$ cat config.mk
export PLATFORM = sky130hd
export DESIGN_NAME = gba_ds_fifo
export DESIGN_NICKNAME = d
export VERILOG_FILES = /design/src/rtl/gba_ds_fifo.sv
export SDC_FILE = /design/constraint.sdc
export NUM_CORES = 1
export LEC_CHECK = 0
export BUFFER_PORTS_ARGS = -buffer_cell sky130_fd_sc_hd__buf_2
export CAP_MARGIN = 20
export CELL_PAD_IN_SITES_DETAIL_PLACEMENT = 1
export CELL_PAD_IN_SITES_GLOBAL_PLACEMENT = 2
export CORE_AREA = 2 2 189 191
export DETAILED_ROUTE_END_ITERATION = 16
export DIE_AREA = 0 0 191 193
export PLACE_DENSITY_LB_ADDON = 0.15
export SKIP_CTS_REPAIR_TIMING = 1
export SYNTH_ARGS = -nofsm -noshare
export SYNTH_HDL_FRONTEND = slang
export SYNTH_SLANG_ARGS = --single-unit
$ cat constraint.sdc
create_clock -name gba_clk -period 5.9 [get_ports gba_clk]
set_input_delay 0.885 -clock gba_clk [delete_from_list [all_inputs] [get_ports gba_clk]]
set_output_delay 0.885 -clock gba_clk [all_outputs]
set_load 0.02 [all_outputs]
$ cat src/rtl/gba_ds_fifo.sv
// rtl/gba_ds_fifo.sv - Direct Sound sample FIFO (writer side) for one GBA sound channel
//
// Collects CPU/DMA writes to a FIFO_x register into 32-bit words and queues up to
// DEPTH of them. The consumer sees the head word first-word-fall-through style.
//
// Parameters:
//   DEPTH      word capacity (power of two, at most 8)
//
// Ports:
//   gba_clk    in   1   system clock, rising edge
//   reset_n    in   1   asynchronous active-low reset
//   wr_en      in   1   register write strobe, one cycle per access
//   wr_be      in   4   byte-lane enables, lane i = wr_data[8i+7:8i]
//   wr_data    in  32   lane-aligned write data
//   FIFO_re    in   1   pop pulse from the consumer
//   FIFO_clr   in   1   clear pulse from the consumer
//   FIFO_size  out  4   current word count, 0..DEPTH
//   FIFO_val   out 32   head word, 0 when empty
//   ovf_flag   out  1   sticky: a word was dropped because the FIFO was full
//
// Build option:
//   GBA_DS_FIFO_BYTE_WRITE_EN  when defined, any nonzero wr_be is accepted so single
//                              byte writes accumulate; otherwise only 1111, 0011 and
//                              1100 are honoured and anything else is ignored.

module gba_ds_fifo #(
    parameter int DEPTH = 8
) (
    input  logic        gba_clk,
    input  logic        reset_n,
    input  logic        wr_en,
    input  logic [3:0]  wr_be,
    input  logic [31:0] wr_data,
    input  logic        FIFO_re,
    input  logic        FIFO_clr,
    output logic [3:0]  FIFO_size,
    output logic [31:0] FIFO_val,
    output logic        ovf_flag
);

    localparam int         PW     = (DEPTH > 1) ? $clog2(DEPTH) : 1;
    localparam logic [3:0] C_FULL = 4'(DEPTH);
    localparam logic [PW-1:0] C_LAST = PW'(DEPTH - 1);

    logic [31:0]   r_mem [DEPTH];
    logic [PW-1:0] r_wptr;
    logic [PW-1:0] r_rptr;
    logic [3:0]    r_count;
    logic [31:0]   r_stage;
    logic          r_ovf;

    logic          w_be_ok;
    logic          w_accept;
    logic          w_push;
    logic          w_pop;
    logic          w_store;
    logic          w_full;
    logic          w_empty;
    logic [31:0]   w_merged;

`ifdef GBA_DS_FIFO_BYTE_WRITE_EN
    assign w_be_ok = (wr_be != 4'b0000);
`else
    assign w_be_ok = (wr_be == 4'b1111) || (wr_be == 4'b0011) || (wr_be == 4'b1100);
`endif

    assign w_accept = wr_en && w_be_ok;
    // Lane 3 is the last lane of any access sequence, so it closes the word.
    assign w_push   = w_accept && wr_be[3];
    assign w_full   = (r_count == C_FULL);
    assign w_empty  = (r_count == 4'd0);
    // A pop on an empty FIFO is ignored, even when a push lands in the same cycle.
    assign w_pop    = FIFO_re && !w_empty;
    // When full, a same-cycle pop frees the slot the push needs.
    assign w_store  = w_push && (!w_full || w_pop);

    always_comb begin
        w_merged = r_stage;
        for (int i = 0; i < 4; i++) begin
            if (wr_be[i]) begin
                w_merged[8*i +: 8] = wr_data[8*i +: 8];
            end
        end
    end

    always_ff @(posedge gba_clk or negedge reset_n) begin
        if (!reset_n) begin
            r_wptr  <= '0;
            r_rptr  <= '0;
            r_count <= 4'd0;
            r_stage <= 32'h0;
            r_ovf   <= 1'b0;
        end else if (FIFO_clr) begin
            r_wptr  <= '0;
            r_rptr  <= '0;
            r_count <= 4'd0;
            r_stage <= 32'h0;
            r_ovf   <= 1'b0;
        end else begin
            if (w_accept) begin
                r_stage <= w_merged;
            end
            if (w_store) begin
                r_wptr <= (r_wptr == C_LAST) ? '0 : r_wptr + 1'b1;
            end
            if (w_pop) begin
                r_rptr <= (r_rptr == C_LAST) ? '0 : r_rptr + 1'b1;
            end
            case ({w_store, w_pop})
                2'b10:   r_count <= r_count + 4'd1;
                2'b01:   r_count <= r_count - 4'd1;
                default: r_count <= r_count;
            endcase
            if (w_push && w_full && !w_pop) begin
                r_ovf <= 1'b1;
            end
        end
    end

    // Array contents survive reset and clear; the count alone decides validity.
    always_ff @(posedge gba_clk) begin
        if (w_store && !FIFO_clr) begin
            r_mem[r_wptr] <= w_merged;
        end
    end

    assign FIFO_size = r_count;
    assign FIFO_val  = w_empty ? 32'h0 : r_mem[r_rptr];
    assign ovf_flag  = r_ovf;

endmodule

==> results.py <==
metrics = {
    "outcome": {
        "outcome": "finished clean",
    },
    "route": {
        "via_per_inst": 5.08,
        "avgRoutedWirePerCell_um": 23.0,
        "ant_nets": 0,
        "wl_um": 28100,
        "firstDrtPassIters": 4,
        "vias": 6198,
        "drt_iter0_drc": 402,
        "drcViolationCount": 0,
    },
    "layout": {
        "areaGrowthSynthToFinish_pct": 17.6,
        "final_nets": 782,
        "stdcell_count": 1221,
        "drive_above_1_share": 0.299,
        "diodes": 0,
    },
    "sta": {
        "fin_setup_tns_ps": 0,
        "timing.final.ws_setup_ps": 2080,
        "min_period_ps": 3820,
        "timing.fmax_ghz": 0.262,
        "finalMaxSlewViolations": 0,
        "finClkSkew_ps": 20.7,
        "relSlewSlack": 0.515,
        "hold_violations": 0,
        "setup_viol": 0,
        "period_share": 0.648,
        "rsz0062_at_grt": "false",
        "worstMarginPinSlew_ps": 727,
    },
    "setup_path": {
        "worstSetupStartpoint": "r_rptr[1]",
        "cp-endpoint": "FIFO_val[1]",
        "critPathKind": "reg -> out",
        "reg2reg_to": "FIFO_size[3]",
        "crit_fanout": 40,
        "r2r_setup_slack_ps": 3100,
        "cp-end-kind": "primary output",
        "arrival_ps": 2940,
        "r2r_start": "FIFO_size[1]",
        "r2r_cells": 7,
        "cp_data_required_time_ps": 5020,
        "worstSetupStartpointType": "register",
    },
    "floorplanning": {
        "die_area_mm2": 0.0369,
        "core_area_mm2": 0.0350,
        "die_x_um": 191,
        "fp.dieH_um": 193,
        "start_util": 0.345,
        "std_cell_rows": 69,
        "ios": 78,
    },
    "logic_synthesis": {
        "synth_seq_cells": 299,
        "synth.avg_cell_area_um2": 19.0,
        "netlist_instances": 637,
        "netlist_top_cells_count": "edfxtp_1 (256), mux2i_1 (65), mux4_2 (64)",
        "syn_nets": 685,
        "synthesis.area_mm2": 0.0121,
        "synth-main-ff-cell": "edfxtp_1",
        "synth_edf_count": 256,
        "synth_top_family_by_area": "multiplexers",
        "muxShareOfSynthArea": 0.175,
        "synthAdderAreaFrac": 0.00787,
        "synth-simple-area-share": 0.0307,
        "async_flop_share": 0.144,
        "ys_seq_area_frac": 0.726,
        "ys_top_cells_by_area": "edfxtp_1 (64%), mux4_2 (12%), dfrtp_1 (8.9%), mux2i_1 (5.4%), o2bb2ai_1 (2.3%)",
        "synth.most_common_cell": "edfxtp_1",
        "synth-compound-area-share": 0.0348,
        "synth_top_area_cell": "edfxtp_1",
        "ys_warn_count": 0,
        "synth_top_area_frac": 0.637,
        "synth-xor-area-share": 0.00280,
        "yosysUniqueCellTypes": 42,
    },
    "clock_network": {
        "cts_root_buf": "clkbuf_16",
        "clk_pin_slew_worst_paths_ps": 60,
        "cts.sinks": 299,
        "htreeDepth": 2,
        "insertion_delay_ps": 510,
        "cts_tree": "yes",
        "cts_max_path_buffers": 3,
        "cts_buffers": 35,
    },
    "global_routing": {
        "grt_overflow": 0,
        "grt_max_degree": 44,
        "antenna_found_initial": 0,
        "grt_pass1_wl_um": 42600,
        "grt_pass1_vias": 6841,
        "track_usage": 0.157,
    },
    "place": {
        "placed_cells": 1158,
        "preCtsSetupSlack_ps": 2110,
        "hpwl_um": 16600,
        "port-buffer-count": 77,
        "place.gp.congestion": 0.720,
    },
    "pwr": {
        "cellLeakagePower_uw": 0.00501,
        "ir_drop_mv": 0.341,
        "power_uw": 5460,
        "power.density_mw_per_mm2": 384,
    },
    "hold_path": {
        "hold_class": "reg -> reg",
    },
    "job": {
        "drv_cap": 0,
    },
}
## routing by layer
| layer | track usage | wire, µm | vias up |
|---|---|---|---|
| li1 | - | - | 2745 |
| met1 | 0.208 | 12500 | 3298 |
| met2 | 0.270 | 14100 | 114 |
| met3 | 0.0286 | 1030 | 41 |
| met4 | 0.0379 | 475 | 0 |
| met5 | 0 | 0 | - |
## metrics by stage
stage / utilization / hold slack, ps / area, µm²
finish: 0.406 / 487 / 14200
global route: 0.406 / 501 / 14200
CTS: 0.406 / 490 / 14200
detailed placement: 0.374 / 473 / 13100
global placement: 0.374 / 470 / 13100
floorplan: - / 455 / 12100
## logic make-up (layout without fill, tap and decap cells)
| family | Yosys count | count (layout) |
|---|---|---|
| xor gates and xnor gates | 3 | 3 |
| AOI/OAI and AO/OA | 53 | 53 |
| adders and majority gates | 7 | 7 |
| DFF | 299 | 299 |
| buffers and inverters | 68 | 191 |
| muxes | 131 | 131 |
| and+or+nand+nor | 76 | 76 |
## area by class of cell
cell class	instances	area, µm²
Timing Repair Buffer	95	520
Clock inverter	17	146
Tap cell	461	577
Sequential cell	299	8770
Fill cell	3399	20800
Clock buffer	46	958
Multi-Input combinational cell	270	3100
Inverter	33	124
## sequential cells by signal, indices dropped and copies added, names as in the netlist
signal / flops
r_mem: 256
r_stage: 32
FIFO_size: 4
r_rptr: 3
r_wptr: 3
ovf_flag: 1
## cell usage in the layout (no fill, tap or decap), types with 5 or more instances in the layout
master and instances:
edfxtp_1 256, buf_2 77, mux2i_1 65, mux4_2 64
dfrtp_1 40, nor2_1 37, clkbuf_16 36, inv_1 33
o2bb2ai_1 32, buf_4 18, a21oi_1 10, clkbuf_1 8
nand2_1 7, ha_1 6, clkinv_2 6, clkinv_1 6
nand3_1 5
## how the worst min path moves through the flow
stage	startpoint	to	slack, ps	cells past startpoint
final	r_stage[1]	r_stage[1]	490	1
after global routing	r_stage[19]	r_stage[19]	500	1
after floorplan	r_stage[0]	r_stage[0]	460	1
after CTS	r_stage[15]	r_stage[15]	490	1
after detailed placement	r_stage[15]	r_stage[15]	470	1
after global placement	r_stage[9]	r_stage[9]	470	1
## critical path: stages, from the launching register on
cell and delay, ps:
dfrtp_2 830, buf_4 640, mux4_2 390, mux2i_1 280
nor2_1 70, buf_2 180
## where the power goes
| group | internal, µW | total (µW) | switching, µW |
|---|---|---|---|
| Sequential | 2320 | 2380 | 52.8 |
| Clock | 1240 | 2060 | 825 |
| Combinational | 367 | 1020 | 652 |
| Total | 3930 | 5460 | 1530 |
Note: power is estimated with default switching activity, not from simulation.
